--- src/rtl/fadd_stream_collector.sv ---
// fadd_stream_collector
// Valid/ready front end and result collector for a pipelined float adder.
// Operands pass straight through to the adder. A shadow valid/tag pipeline
// follows each operation through the adder. Results are captured with their
// tags into a small FIFO. When the FIFO is full, the adder enable is dropped so
// that no result is ever lost.

module fadd_stream_collector #(
    parameter int LAT   = 3,
    parameter int TAGW  = 4,
    parameter int DEPTH = 8
) (
    input  logic                       clk,
    input  logic                       clrn,
    input  logic                       in_valid,
    output logic                       in_ready,
    input  logic [31:0]                in_a,
    input  logic [31:0]                in_b,
    input  logic                       in_sub,
    input  logic [1:0]                 in_rm,
    input  logic [TAGW-1:0]            in_tag,
    output logic [31:0]                fa_a,
    output logic [31:0]                fa_b,
    output logic                       fa_sub,
    output logic [1:0]                 fa_rm,
    output logic                       fa_e,
    input  logic [31:0]                fa_s,
    output logic                       out_valid,
    input  logic                       out_ready,
    output logic [31:0]                out_s,
    output logic [TAGW-1:0]            out_tag,
    output logic                       busy,
    output logic [$clog2(DEPTH):0]     count
);

    localparam int PW = $clog2(DEPTH);
    localparam int CW = PW + 1;
    localparam logic [CW-1:0] DEPTH_C = CW'(DEPTH);

    logic [LAT-1:0]  v_q;
    logic [TAGW-1:0] t_q [LAT];

    logic [31:0]     mem_s_q [DEPTH];
    logic [TAGW-1:0] mem_t_q [DEPTH];

    logic [PW-1:0]   wr_q, wr_d;
    logic [PW-1:0]   rd_q, rd_d;
    logic [CW-1:0]   count_q, count_d;

    logic full;
    logic accept;
    logic push;
    logic pop;

    assign fa_a   = in_a;
    assign fa_b   = in_b;
    assign fa_sub = in_sub;
    assign fa_rm  = in_rm;

    // full comes only from registered occupancy, so out_ready never reaches
    // fa_e combinationally. A stall therefore releases one cycle after the pop.
    assign full      = (count_q == DEPTH_C);
    assign fa_e      = !(v_q[LAT-1] && full);
    assign in_ready  = fa_e;
    assign accept    = in_valid && in_ready;
    assign push      = fa_e && v_q[LAT-1];
    assign pop       = out_valid && out_ready;

    assign out_valid = (count_q != '0);
    assign out_s     = mem_s_q[rd_q];
    assign out_tag   = mem_t_q[rd_q];
    assign busy      = (|v_q) || (count_q != '0);
    assign count     = count_q;

    // Shadow valid bits advance in lock-step with the adder pipeline.
    always_ff @(posedge clk) begin
        if (!clrn) begin
            v_q <= '0;
        end else if (fa_e) begin
            v_q <= (v_q << 1) | LAT'(accept);
        end
    end

    // Shadow tags. Only their paired valid bit gives them meaning, so they are not reset.
    always_ff @(posedge clk) begin
        if (fa_e) begin
            t_q[0] <= in_tag;
            for (int i = 1; i < LAT; i++) begin
                t_q[i] <= t_q[i-1];
            end
        end
    end

    // Result storage: capture the adder output with its tag on each push.
    always_ff @(posedge clk) begin
        if (push) begin
            mem_s_q[wr_q] <= fa_s;
            mem_t_q[wr_q] <= t_q[LAT-1];
        end
    end

    // Next-state logic for the pointers and occupancy.
    always_comb begin
        wr_d    = push ? wr_q + PW'(1) : wr_q;
        rd_d    = pop  ? rd_q + PW'(1) : rd_q;
        count_d = count_q;
        case ({push, pop})
            2'b10:   count_d = count_q + CW'(1);
            2'b01:   count_d = count_q - CW'(1);
            default: count_d = count_q;
        endcase
    end

    // FIFO pointer and occupancy registers. Reset takes priority over push and pop.
    always_ff @(posedge clk) begin
        if (!clrn) begin
            wr_q    <= '0;
            rd_q    <= '0;
            count_q <= '0;
        end else begin
            wr_q    <= wr_d;
            rd_q    <= rd_d;
            count_q <= count_d;
        end
    end

endmodule

--- config.mk ---
export PLATFORM = sky130hd
export DESIGN_NAME = fadd_stream_collector
export DESIGN_NICKNAME = d
export VERILOG_FILES = /design/src/rtl/fadd_stream_collector.sv
export SDC_FILE = /design/constraint.sdc
export NUM_CORES = 1
export LEC_CHECK = 0
export ABC_AREA = 1
export CORE_MARGIN = 3
export CORE_UTILIZATION = 40
export DETAILED_ROUTE_END_ITERATION = 12
export PLACE_DENSITY_LB_ADDON = 0.3
export SLEW_MARGIN = 25
export SYNTH_ARGS = -nofsm -noshare
export SYNTH_HDL_FRONTEND = slang
export SYNTH_SLANG_ARGS = --single-unit
--- constraint.sdc ---
create_clock -name clk -period 4.2 [get_ports clk]
set_clock_uncertainty 0.2 [all_clocks]
set_input_delay 0.84 -clock clk [delete_from_list [all_inputs] [get_ports clk]]
set_output_delay 0.84 -clock clk [all_outputs]
set_load 0.03 [all_outputs]
==> results by group <==
Worst setup path
  – Critical R2R Launch: count[1]
  – Arr. time, crit path: 2.80 ns
  – Crit-path max FO: 144
  – Worst setup SP type: flip-flop
  – CP Data Required Time: 3.16 ns
  – CP endpoint kind: output pin
  – R2r worst-path depth: 7
  – Worst reg2reg setup slack: 1.52 ns
  – WS Path Type: flip-flop to output pin

Floorplanning
  – Num rows: 65
  – Ports: 218
  – Die W: 185 um
  – Die H: 185 um
  – Full die area: 34,300 um2
  – Core area: 31,600 um2
  – Initial core utilization: 40.7%

Synth
  – Total number of yosys warnings: 0
  – Syn_nets: 1,107
  – Post-synthesis sequential area ratio: 72.5%
  – Mapped Area: 12,900 um2
  – Avg Cell Area, Syn: 12.9 um2
  – Synth Instances: 995
  – Area leader, netlist: edfxtp_1
  – Post-synthesis register bit count: 316
  – Synth unique cells: 26
  – Synth top area share: 70.0%
  – Area contributors post-synth: edfxtp_1 70%, nor2_1 4.7%, o21ai_0 4.6%

Cells and area
  – Ratio of cells with drive above 1 in the final layout: 7.76%
  – Final net count: 1,132
  – Fin cells: 1,446
  – Ant. Diodes: 0
  – Area of the multi-input gates: 2680 um2
  – Area growth syn-to-layout: 14.4%
  – FILL cells: 2,781
  – Core Util, Final: 46.5%
  – Area occupied by registers: 9340 um2

Placed design
  – Inst Count DP: 1,386
  – DP HPWL: 14,600 um
  – Port Buf Inserts: 83
  – GPL Wtd Cong: 0.744

Routing
  – Final WL: 26,700 um
  – Vias per std cell: 5.13
  – Final ANT Viol Nets: 0
  – Vias: 7,420
  – Iteration-0 DRC Markers: 445
  – DR WL/cell: 18.4 um
  – Post-route DRC: 0
  – DR pass1 iterations: 4

Global route
  – First-pass GRT wire length: 41,000 um
  – Antenna violations before repair: 0
  – Total GRT Usage: 15.4%
  – Vias in the first global route: 7,190
  – Largest net degree at the start of global routing: 145
  – Grt ovf: 0

Clocking
  – TritonCTS Buffers: 34
  – Worst-path clk slew: 0.06 ns
  – CTS resizes: 0
  – Post-CTS setup buffers: 0
  – CTS root buffer: clkbuf_16
  – Hold Buf Count CTS: 0
  – Sink Count: 316
  – Clk_lat worst skew: 0.50 ns
  – CTS tree: built
  – H-tree levels: 2
  – Clk buf depth: 3

Power
  – Worst VDD drop: 390 uV
  – PwrDens: 619 nW/um2
  – P_leak: 0.00496 uW
  – Power Total: 9100 uW

STA
  – Slew headroom: 38.6%
  – Setup violators final: 0
  – RSZ-0062 raised after global routing: no
  – Hold Slack: 0.218 ns
  – Tcrit/Tclk final: 91.4%
  – Tmin final: 3.84 ns
  – Final hold violations: 0
  – Worst-Margin Slew: 0.919 ns
  – Count of pins over their slew limit: 0
  – Setup tns final: 0 ns
  – Fmax: 261 MHz

Status
  – Status: complete, no violations

Min path
  – Hold Crit Class: flip-flop to flip-flop
  – Worst Min Path Start: t_q[0][1]
  – Hold depth: 0

Run
  – Max-cap violations: 0
kinds of logic (layout without fill, tap and decap cells):
kind of cell             Yosys count  after routing  synth area share (%)
XOR/XNOR                           2              2                 0.136
buffers and inverters            140            189                  7.10
AO/OA/AOI/OAI                    202            202                  8.21
AND/OR/NAND/NOR                  294            294                  8.75
multiplexers                      36             36                  2.80
adder cells (fa/ha/maj)            5              5                 0.486
flip-flops                       316            316                  72.5
layout by cell type (no fill, tap or decap), types with 2 or more instances in the layout:
cell type,synthesis,routed
a21oi_1,11,11
buf_12,2,3
buf_4,72,21
bufinv_16,0,2
clkbuf_1,25,9
clkbuf_16,0,35
clkdlybuf4s50_1,0,83
clkinv_1,1,7
clkinv_2,0,4
clkinv_8,0,2
dfxtp_1,16,13
dfxtp_4,0,2
edfxtp_1,300,300
ha_1,5,5
inv_1,20,20
mux2i_1,36,36
nand2_1,122,122
nand3_1,7,7
nor2_1,160,152
nor2_4,0,8
o21ai_0,119,119
o21ai_1,36,36
o22ai_1,36,36
xnor2_1,2,2
synthesized netlist by cell type:
library cell and number:
a21oi_1 11, and3_1 1, buf_12 2, buf_2 12, buf_4 72, buf_6 3, buf_8 4, clkbuf_1 25
clkinv_1 1, dfxtp_1 16, edfxtp_1 300, ha_1 5, inv_1 20, inv_4 1, mux2i_1 36, nand2_1 122
nand3_1 7, nand4_1 1, nor2_1 160, nor3_1 1, nor3b_1 1, o21ai_0 119, o21ai_1 36, o22ai_1 36
or4_1 1, xnor2_1 2
report_power, final:
part / internal, uW / switching, uW / leakage (uW)
clock network: 1660 / 1160 / 0.000511
registers: 3530 / 116 / 0.00285
logic: 983 / 1660 / 0.00159
total: 6170 / 2930 / 0.00496
metal layers:
metal / part of all wire, % / track usage [%] / vias to the layer above / routed length, um
met4: 3.1 / 6.03 / 0 / 830
met1: 46 / 21.8 / 3626 / 12300
li1: - / - / 3549 / -
met5: 0 / 0 / - / 0
met2: 46 / 23.9 / 159 / 12200
met3: 5.1 / 2.79 / 86 / 1360
registers in the layout, indices dropped and copies added (netlist names), named ones only:
| register | cells |
|---|---|
| wr_q | 3 |
| v_q | 3 |
| t_q | 12 |
| mem_s_q | 256 |
| count | 4 |
| mem_t_q | 32 |
| rd_q | 3 |
critical path, cell delays in order, from the launching register on:
cell,delay [ns]
dfxtp_4,0.37
buf_12,0.51
nor2_1,0.12
nor2_1,0.10
o21ai_0,0.08
o21ai_1,0.10
nand2_1,0.06
nand2_1,0.15
clkdlybuf4s50_1,0.69
stage by stage:
stage                     area (um2)  setup WS (ns)
final                          14700          0.362
after global routing           14700          0.198
after CTS                      14700          0.313
after detailed placement       13700          0.915
after global placement         13700          0.905
after floorplan                12900          0.945
layout make-up:
class                      instances  area share, %
tap                              402           3.42
inverter                          22          0.578
multi-input combinational        539           18.2
sequential                       316           63.5
clock buffer                      44           6.18
timing repair buffer             107           7.13
clock inverter                    16          0.995
path summary, 6_finish.rpt:
kind                                       end
worst min-delay path                 t_q[0][5]
worst max register to register  mem_s_q[5][20]
worst max-delay path                  out_s[3]
worst min register to register       t_q[0][5]
Power figures use the tool's default switching activity.
